## src/rtl/axi_cmd_responder_if.sv

```systemverilog
// Host command encodings plus the bundle of host-register, BRAM and regex-core signals
// seen by axi_cmd_responder (slave) and its surroundings (master).
package AXI_package;
    localparam logic [7:0] CMD_NOP                = 8'd0;
    localparam logic [7:0] CMD_WRITE              = 8'd1;
    localparam logic [7:0] CMD_READ               = 8'd2;
    localparam logic [7:0] CMD_START              = 8'd3;
    localparam logic [7:0] CMD_READ_ELAPSED_CLOCK = 8'd5;

    localparam logic [7:0] STATUS_IDLE     = 8'd0;
    localparam logic [7:0] STATUS_RUNNING  = 8'd1;
    localparam logic [7:0] STATUS_ACCEPTED = 8'd2;
    localparam logic [7:0] STATUS_REJECTED = 8'd3;
    localparam logic [7:0] STATUS_ERROR    = 8'd4;
endpackage

interface axi_cmd_responder_if #(
    parameter int unsigned REG_WIDTH      = 32,
    parameter int unsigned MEM_ADDR_WIDTH = 12
);
    logic [REG_WIDTH-1:0]      cmd_register;
    logic [REG_WIDTH-1:0]      address_register;
    logic [REG_WIDTH-1:0]      data_in_register;
    logic [REG_WIDTH-1:0]      start_cc_pointer_register;
    logic [REG_WIDTH-1:0]      end_cc_pointer_register;
    logic [REG_WIDTH-1:0]      status_register;
    logic [REG_WIDTH-1:0]      data_o_register;
    logic                      mem_we;
    logic [MEM_ADDR_WIDTH-1:0] mem_addr;
    logic [REG_WIDTH-1:0]      mem_wdata;
    logic [REG_WIDTH-1:0]      mem_rdata;
    logic                      core_start;
    logic [REG_WIDTH-1:0]      core_start_cc_pointer;
    logic [REG_WIDTH-1:0]      core_end_cc_pointer;
    logic                      core_done;
    logic                      core_accept;

    modport slave (
        input  cmd_register, address_register, data_in_register,
        input  start_cc_pointer_register, end_cc_pointer_register,
        input  mem_rdata, core_done, core_accept,
        output status_register, data_o_register,
        output mem_we, mem_addr, mem_wdata,
        output core_start, core_start_cc_pointer, core_end_cc_pointer
    );

    modport master (
        output cmd_register, address_register, data_in_register,
        output start_cc_pointer_register, end_cc_pointer_register,
        output mem_rdata, core_done, core_accept,
        input  status_register, data_o_register,
        input  mem_we, mem_addr, mem_wdata,
        input  core_start, core_start_cc_pointer, core_end_cc_pointer
    );
endinterface

```

## src/rtl/axi_cmd_responder.sv

```systemverilog
// Host command responder for the CICERO core: BRAM word access, core launch, status FSM
// and elapsed-clock counter. Define CICERO_ACCESS_GUARD_EN to block writes/starts while running.
module axi_cmd_responder
    import AXI_package::*;
#(
    parameter int unsigned REG_WIDTH      = 32,
    parameter int unsigned MEM_ADDR_WIDTH = 12,
    parameter int unsigned CC_ID_BITS     = 32
) (
    input  logic               clk,
    input  logic               rst,
    axi_cmd_responder_if.slave bus
);

`ifdef CICERO_ACCESS_GUARD_EN
    localparam bit GUARD = 1'b1;
`else
    localparam bit GUARD = 1'b0;
`endif

    // State values double as the STATUS_* codes driven on status_register.
    typedef enum logic [2:0] {
        S_IDLE     = 3'd0,
        S_RUNNING  = 3'd1,
        S_DONE_ACC = 3'd2,
        S_DONE_REJ = 3'd3,
        S_DONE_ERR = 3'd4
    } state_t;

    state_t state, state_d;

    logic [REG_WIDTH-1:0]      cmd_q;
    logic [MEM_ADDR_WIDTH-1:0] addr_q;
    logic [REG_WIDTH-1:0]      data_q;
    logic                      start_q;
    logic                      rd_pend;
    logic                      err_q;
    logic [CC_ID_BITS-1:0]     counter;

    logic cmd_is_write, cmd_is_read, cmd_is_start, cmd_is_elapsed;
    logic running, start_edge, launch, violation, wr_ok, rd_ok;

    logic unused_addr_bits;
    assign unused_addr_bits = ^bus.address_register[REG_WIDTH-1:MEM_ADDR_WIDTH];

    assign cmd_is_write   = (cmd_q == REG_WIDTH'(CMD_WRITE));
    assign cmd_is_read    = (cmd_q == REG_WIDTH'(CMD_READ));
    assign cmd_is_start   = (cmd_q == REG_WIDTH'(CMD_START));
    assign cmd_is_elapsed = (cmd_q == REG_WIDTH'(CMD_READ_ELAPSED_CLOCK));

    always_ff @(posedge clk) begin
        if (rst) state <= S_IDLE;
        else     state <= state_d;
    end

    always_comb begin
        state_d = state;
        unique case (state)
            S_RUNNING: begin
                if (bus.core_done) begin
                    if (GUARD && (err_q || violation)) state_d = S_DONE_ERR;
                    else if (bus.core_accept)          state_d = S_DONE_ACC;
                    else                               state_d = S_DONE_REJ;
                end
            end
            default: begin
                if (start_edge) state_d = S_RUNNING;
            end
        endcase
    end

    // Memory port is driven straight from the registered command so a read reaches
    // data_o three edges after the host changes cmd/address; rst blanks it at once.
    always_comb begin
        running    = (state == S_RUNNING);
        start_edge = cmd_is_start && !start_q;
        launch     = !running && start_edge;
        violation  = running && (cmd_is_write || start_edge);
        wr_ok      = cmd_is_write && (!running || !GUARD);
        rd_ok      = cmd_is_read && !running;

        bus.status_register = REG_WIDTH'(state);
        bus.mem_we          = wr_ok && !rst;
        bus.mem_addr        = rst ? '0 : addr_q;
        bus.mem_wdata       = rst ? '0 : data_q;
    end

    always_ff @(posedge clk) begin
        if (rst) begin
            cmd_q                     <= '0;
            addr_q                    <= '0;
            data_q                    <= '0;
            start_q                   <= 1'b0;
            rd_pend                   <= 1'b0;
            err_q                     <= 1'b0;
            counter                   <= '0;
            bus.data_o_register       <= '0;
            bus.core_start            <= 1'b0;
            bus.core_start_cc_pointer <= '0;
            bus.core_end_cc_pointer   <= '0;
        end else begin
            cmd_q          <= bus.cmd_register;
            addr_q         <= bus.address_register[MEM_ADDR_WIDTH-1:0];
            data_q         <= bus.data_in_register;
            start_q        <= cmd_is_start;
            rd_pend        <= rd_ok;
            bus.core_start <= launch;

            if (launch) begin
                bus.core_start_cc_pointer <= bus.start_cc_pointer_register;
                bus.core_end_cc_pointer   <= bus.end_cc_pointer_register;
                counter                   <= '0;
            end else if (running && (counter != '1)) begin
                counter <= counter + CC_ID_BITS'(1);
            end

            if (launch)                  err_q <= 1'b0;
            else if (GUARD && violation) err_q <= 1'b1;

            // A pending BRAM read completes before any elapsed-clock request.
            if (rd_pend)             bus.data_o_register <= bus.mem_rdata;
            else if (cmd_is_elapsed) bus.data_o_register <= REG_WIDTH'(counter);
        end
    end

endmodule

```

## src/flat_wrapper.sv

```systemverilog
// flat-port wrapper written by rule: the top's interface ports become plain ports
module axi_cmd_responder_flat import AXI_package::*;
#(
    parameter int unsigned REG_WIDTH      = 32,
    parameter int unsigned MEM_ADDR_WIDTH = 12,
    parameter int unsigned CC_ID_BITS     = 32
)
  (clk, rst, bus_cmd_register, bus_address_register, bus_data_in_register, bus_start_cc_pointer_register, bus_end_cc_pointer_register, bus_mem_rdata, bus_core_done, bus_core_accept, bus_status_register, bus_data_o_register, bus_mem_we, bus_mem_addr, bus_mem_wdata, bus_core_start, bus_core_start_cc_pointer, bus_core_end_cc_pointer);
  axi_cmd_responder_if #(.REG_WIDTH(REG_WIDTH), .MEM_ADDR_WIDTH(MEM_ADDR_WIDTH)) bus_i ();
  input  logic clk;
  input  logic rst;
  input wire logic [$bits(bus_i.cmd_register)-1:0] bus_cmd_register;
  input wire logic [$bits(bus_i.address_register)-1:0] bus_address_register;
  input wire logic [$bits(bus_i.data_in_register)-1:0] bus_data_in_register;
  input wire logic [$bits(bus_i.start_cc_pointer_register)-1:0] bus_start_cc_pointer_register;
  input wire logic [$bits(bus_i.end_cc_pointer_register)-1:0] bus_end_cc_pointer_register;
  input wire logic [$bits(bus_i.mem_rdata)-1:0] bus_mem_rdata;
  input wire logic [$bits(bus_i.core_done)-1:0] bus_core_done;
  input wire logic [$bits(bus_i.core_accept)-1:0] bus_core_accept;
  output wire logic [$bits(bus_i.status_register)-1:0] bus_status_register;
  output wire logic [$bits(bus_i.data_o_register)-1:0] bus_data_o_register;
  output wire logic [$bits(bus_i.mem_we)-1:0] bus_mem_we;
  output wire logic [$bits(bus_i.mem_addr)-1:0] bus_mem_addr;
  output wire logic [$bits(bus_i.mem_wdata)-1:0] bus_mem_wdata;
  output wire logic [$bits(bus_i.core_start)-1:0] bus_core_start;
  output wire logic [$bits(bus_i.core_start_cc_pointer)-1:0] bus_core_start_cc_pointer;
  output wire logic [$bits(bus_i.core_end_cc_pointer)-1:0] bus_core_end_cc_pointer;
  assign bus_i.cmd_register = bus_cmd_register;
  assign bus_i.address_register = bus_address_register;
  assign bus_i.data_in_register = bus_data_in_register;
  assign bus_i.start_cc_pointer_register = bus_start_cc_pointer_register;
  assign bus_i.end_cc_pointer_register = bus_end_cc_pointer_register;
  assign bus_i.mem_rdata = bus_mem_rdata;
  assign bus_i.core_done = bus_core_done;
  assign bus_i.core_accept = bus_core_accept;
  assign bus_status_register = bus_i.status_register;
  assign bus_data_o_register = bus_i.data_o_register;
  assign bus_mem_we = bus_i.mem_we;
  assign bus_mem_addr = bus_i.mem_addr;
  assign bus_mem_wdata = bus_i.mem_wdata;
  assign bus_core_start = bus_i.core_start;
  assign bus_core_start_cc_pointer = bus_i.core_start_cc_pointer;
  assign bus_core_end_cc_pointer = bus_i.core_end_cc_pointer;
  axi_cmd_responder #(.REG_WIDTH(REG_WIDTH), .MEM_ADDR_WIDTH(MEM_ADDR_WIDTH), .CC_ID_BITS(CC_ID_BITS)) u_core (.clk(clk), .rst(rst), .bus(bus_i));
endmodule
```

## config.mk

```make
export PLATFORM = sky130hd
export DESIGN_NAME = axi_cmd_responder_flat
export DESIGN_NICKNAME = d
export VERILOG_FILES = /design/src/rtl/axi_cmd_responder_if.sv /design/src/rtl/axi_cmd_responder.sv /design/src/flat_wrapper.sv
export SDC_FILE = /design/constraint.sdc
export NUM_CORES = 1
export LEC_CHECK = 0
export CORE_AREA = 2 2 146 148
export DETAILED_ROUTE_END_ITERATION = 10
export DIE_AREA = 0 0 148 150
export GPL_TIMING_DRIVEN = 1
export PLACE_DENSITY = 0.76
export SLEW_MARGIN = 20
export SYNTH_ARGS = -nofsm -noshare
export SYNTH_HDL_FRONTEND = slang
export SYNTH_SLANG_ARGS = --single-unit
```

## constraint.sdc

```tcl
create_clock -name clk -period 4.65 [get_ports clk]
set_input_delay 0.465 -clock clk [delete_from_list [all_inputs] [get_ports clk]]
set_output_delay 0.465 -clock clk [all_outputs]
set_load 0.02 [all_outputs]
```

Word level (Yosys, flattened, before mapping)
Cells that the tools add are included.
{ "classes": {"addsub": 1, "n_eq_ne": 7, "muxes": 8, "reduce_logical": 12} }
{ "op_table": {"columns": ["operator", "count"], "rows": [
  ["$mux W32", 3],
  ["$eq A32 B2 Y1 const B", 2],
  ["$add A32 B1 Y32 const B", 1],
  ["$eq A32 B1 Y1 const B", 1],
  ["$eq A32 B3 Y1 const B", 1],
  ["$ne A32 B32 Y1 const B", 1],
  ["$mux W12", 1],
  ["$mux W3", 3],
  ["$logic_and A1 B1 Y1", 5],
  ["$reduce_bool A2 Y1", 2],
  ["$eq A3 B1 Y1 const B", 1],
  ["$logic_not A1 Y1", 3],
  ["$ne A2 B2 Y1 const B", 1],
  ["$reduce_and A2 Y1", 1],
  ["$reduce_or A2 Y1", 1],
  ["$mux W1", 1]
]} }
{ "totals": {"regBits": 210, "inputBits": 196, "output_inout_bits": 174} }

Logic depth before layout (Yosys ltp)
{ "logic_depth": {"depth_word": 4, "depth_mapped": 8, "depth_no_buf": 6} }

Worst setup path before layout
Ideal clock, no wire load.
{ "synth_path": {"path_type": "reg-to-reg", "from": "reg u_core.state[1]", "to": "reg u_core.counter[27]", "setup_time_ns": 0.070, "t_arrival_ns": 2.065, "required_time_ns": 4.580, "slack_ns": 2.516, "stages_incl_launch_ff": 8, "period_less_slack_ns": 2.134, "path_cell_list": "dfxtp_1 > nand2b_1 > or4_1 > buf_2 > a311o_1 > buf_6 > or3_1 > a21oi_1"} }
{ "synth_via": {"elab_chain_cells": 4, "elab_cells_between_ends": 5} }
{ "synth_lines": {"columns": ["element", "line_no", "source"], "rows": [
  ["start: declaration", "axi_cmd_responder.sv:30", "state_t state, state_d;"],
  ["start signal: assignment", "axi_cmd_responder.sv:53", "else state <= state_d;"],
  ["$eq A3 B1 Y1 (*)", "axi_cmd_responder.sv:75", "running = (state == S_RUNNING);"],
  ["$logic_not A1 Y1", "axi_cmd_responder.sv:77", "launch = !running && start_edge;"],
  ["$logic_and A1 B1 Y1", "axi_cmd_responder.sv:77", null],
  ["$reduce_or A2 Y1 (no line)", null, null],
  ["end signal: assignment", "axi_cmd_responder.sv:114", "counter <= counter + CC_ID_BITS'(1);"],
  ["end: declaration", "axi_cmd_responder.sv:38", "logic [CC_ID_BITS-1:0] counter;"]
]} }
Mark *: on every way between the ends. The rest lies on a longest branch, timed or not.
A chain may end at the register's enable or synchronous reset.

Worst setup path in the final report
{ "layout_path": {"from": "reg u_core.cmd_q[3]", "to": "out bus_mem_we"} }
{ "layout_via": {"elab_chain_cells": 2} }
{ "layout_lines": {"columns": ["element", "line_no", "source"], "rows": [
  ["start: declaration", "axi_cmd_responder.sv:32", "logic [REG_WIDTH-1:0] cmd_q;"],
  ["start signal: assignment", "axi_cmd_responder.sv:102", "cmd_q <= bus.cmd_register;"],
  ["$eq A32 B1 Y1", "axi_cmd_responder.sv:46", "assign cmd_is_write = (cmd_q == REG_WIDTH'(CMD_WRITE));"],
  ["$logic_and A1 B1 Y1", "axi_cmd_responder.sv:83", "bus.mem_we = wr_ok && !rst;"],
  ["end: declaration", "flat_wrapper.sv:22", "output wire logic [$bits(bus_i.mem_we)-1:0] bus_mem_we;"]
]} }
No other way between the ends.

==> results.sh <==
export IMPL_status="finished, final reports clean"
export IMPL_cp_required_ps=4180
export IMPL_power_total_w=0.00390
export IMPL_wl_met3_um=1830
export IMPL_r2r_cells=6
export IMPL_grt_usage=0.174
export IMPL_drt_wl_total_um=20500
export IMPL_setup_tns_ps=0
export IMPL_r2r_setup_slack_ps=2000
export IMPL_yosys_warnings=0
export IMPL_power_density_nw_per_um2=328
export IMPL_drt_initial_drc_count=249
export IMPL_cts_resized_gates=0
export IMPL_synth_largest_area_cell="dfxtp_1"
export IMPL_drt_wirelength_per_cell_um=14.9
export IMPL_tightest_slew_ps=856
export IMPL_holdPathEnd="u_core.bus.core_start_cc_pointer[28]$_SDFFE_PP0P_"
export IMPL_r2r_start="u_core.cmd_q[21]$_SDFF_PP0_"
export IMPL_final_util=0.574
export IMPL_maxCapViolCount=0
export IMPL_ios=370
export IMPL_synth_seq_cells=209
export IMPL_grt_overflow=0
export IMPL_whs_path_depth=1
export IMPL_grt_pass1_vias=6031
export IMPL_clockBufferDepth=3
export IMPL_wl_met2_um=9770
export IMPL_max_freq_mhz=299
export IMPL_dp_cells=1337
export IMPL_cts_root_buffer="clkbuf_16"
export IMPL_fin_crit_sh=0.718
export IMPL_via_per_inst=4.79
export IMPL_wl_met1_um=8340
export IMPL_slew_headroom=0.430
export IMPL_synth_top_area_share=0.530
export IMPL_syn_avg_cell_area_sq_um=9.91
export IMPL_post_dp_cell_area_sq_um=11100
export IMPL_clk_pin_slew_ps=60
export IMPL_worstSetupStartpointType="register"
export IMPL_hold_viol=0
export IMPL_seq_area_sq_um=4190
export IMPL_fin_skew_ps=11.8
export IMPL_nFillCells=1817
export IMPL_grt_max_degree=97
export IMPL_hp_class="register to register"
export IMPL_post_cts_buffers=0
export IMPL_synth_edff_count=0
export IMPL_hp_start="u_core.bus.core_start_cc_pointer[28]$_SDFFE_PP0P_"
export IMPL_cts_inserted_buffers=23
export IMPL_worstSetupPathType="register to primary output"
export IMPL_dpl_hpwl_um=14500
export IMPL_setup_viol=0
export IMPL_layoutNonFillerInstCount=1378
export IMPL_r2r_end="u_core.bus.core_end_cc_pointer[29]$_SDFFE_PP0P_"
export IMPL_ctsHoldBuffers=0
export IMPL_ant_nets=0
export IMPL_core_sq_um=20700
export IMPL_cp_end_kind="primary output"
export IMPL_first_pass_iters=4
export IMPL_cp_max_fo=3
export IMPL_synth_area_leaders="dfxtp_1 53%, nor2b_1 9.6%, a22o_1 7.1%"
export IMPL_ys_seq_area_frac=0.530
export IMPL_netlist_area_sq_um=7900
export IMPL_die_area_sq_um=22200
export IMPL_place_congestion=0.849
export IMPL_antenna_found_initial=0
export IMPL_multi_input_area_sq_um=3230
export IMPL_finalInstanceArea_sq_um=11900
export IMPL_synthFlopType="dfxtp_1"
export IMPL_rsz0062_at_grt="no"
export IMPL_initial_core_util=0.382
export IMPL_cts_tree="done"
export IMPL_layout_drive_gt1_share=0.0490
export IMPL_period_minus_slack_ps=3340
export IMPL_num_vias=6607
export IMPL_p_leak_nw=4.39
export IMPL_ir_drop_uv=315
export IMPL_synth_cells=797
export IMPL_finalMaxSlewViolations=0
export IMPL_port_buffers=319
export IMPL_drc_errors=0
export IMPL_die_h_um=150
export IMPL_grt_first_pass_wirelength_um=31600
export IMPL_nets=1284
export IMPL_diodes=0
export IMPL_rows=53
export IMPL_insertion_delay_ps=500
export IMPL_die_x_um=148
export IMPL_highest_layer="met4"
export IMPL_cts_sinks=209
export IMPL_htree_levels=1
export IMPL_synthTopCellsByCount="209 x dfxtp_1, 121 x nor2b_1, 64 x a22o_1"
export IMPL_synthArstFlopShare=0
export IMPL_yosysUniqueCellTypes=48
export IMPL_synth_most_common_cell="dfxtp_1"
export IMPL_worstPathArrival_ps=2870
export IMPL_area_delta_synth_final_pct=50.4
==> how the worst max path moves through the flow <==
stage | from | to | cells after the start
6_report | u_core.cmd_q[3]$_SDFF_PP0_ | bus_mem_we | 5
5_1_grt | u_core.cmd_q[3]$_SDFF_PP0_ | bus_mem_we | 5
4_1_cts | u_core.cmd_q[3]$_SDFF_PP0_ | bus_mem_we | 5
3_3_place_gp | rst | bus_mem_wdata[0] | 4
2_1_floorplan | u_core.state[1]$_SDFFE_PP0P_ | u_core.counter[27]$_SDFFE_PP0P_ | 7
3_5_place_dp | u_core.cmd_q[3]$_SDFF_PP0_ | bus_mem_we | 5
==> area by class of cell <==
cell class | count | share of cell area
inverters | 34 | 0.0107
multi-input cells | 493 | 0.272
repair buffers | 326 | 0.273
well taps | 275 | 0.0290
clock inverters | 8 | 0.00600
clock buffers | 33 | 0.0567
flip-flops and latches | 209 | 0.352
==> where the power goes <==
| group | switching [W] | internal (W) |
|---|---|---|
| registers | 0.00000820 | 0.00183 |
| clock network | 0.000707 | 0.00106 |
| logic | 0.000117 | 0.000183 |
| total | 0.000833 | 0.00307 |
==> registers in the layout, summed over array words and instances, names as in the netlist <==
| register | flops |
|---|---|
| u_core.bus.data_o_register | 32 |
| u_core.rd_pend | 1 |
| u_core.addr_q | 12 |
| u_core.start_q | 1 |
| u_core.bus.core_end_cc_pointer | 32 |
| u_core.bus.core_start_cc_pointer | 32 |
| u_core.counter | 32 |
| u_core.cmd_q | 32 |
| u_core.state | 2 |
| u_core.data_q | 32 |
| u_core.bus.core_start | 1 |
==> per-stage QoR <==
step           setup slack (ps)  hold slack (ps)
2_1_floorplan              2520              471
3_3_place_gp               1860              461
4_1_cts                    1280              480
6_report                   1310              477
3_5_place_dp               1830              463
5_1_grt                    1180              487
==> routing by layer <==
metal  vias up  track usage
li1       3338            -
met2       254        0.288
met1      2974        0.210
met4         0       0.0638
met5         -            0
met3        41       0.0591
==> cells in the final DEF, fill, tap and decap left out, types with 3 or more instances in the layout <==
master,instances
a22o_1,64
inv_1,34
nand2b_1,3
xor2_1,5
o21ai_0,14
clkdlybuf4s50_1,318
clkinv_2,5
clkbuf_8,6
dfxtp_1,208
o31ai_1,5
buf_4,8
conb_1,30
nor3b_1,32
nor2b_1,121
clkbuf_16,23
or3_1,12
nand4_1,12
nor3_1,40
nor2_1,21
nand2_1,15
a2111oi_0,32
and3_1,3
and4_1,3
or4_1,8
nand3_1,6
nor4_1,15
a21oi_1,19
clkbuf_1,4
xnor2_1,6
==> cell families (layout without fill, tap and decap cells) <==
| logic type | Yosys count | count (layout) | share of synthesized area |
|---|---|---|---|
| fa+ha+maj | 1 | 1 | 0.00158 |
| simple gates | 308 | 308 | 0.239 |
| xor+xnor | 11 | 11 | 0.0122 |
| compound gates | 143 | 143 | 0.141 |
| other cells | 1 | 30 | 0.000475 |
| flops | 209 | 209 | 0.530 |
| buf+inv | 124 | 401 | 0.0756 |
==> worst max-delay path, cell delays in order, from the launching register on <==
cell and delay (ps):
dfxtp_1 290, nor4_1 340, or3b_1 430, nor4_1 450, and3b_1 220, clkdlybuf4s50_1 640
Power figures use the tool's default switching activity.
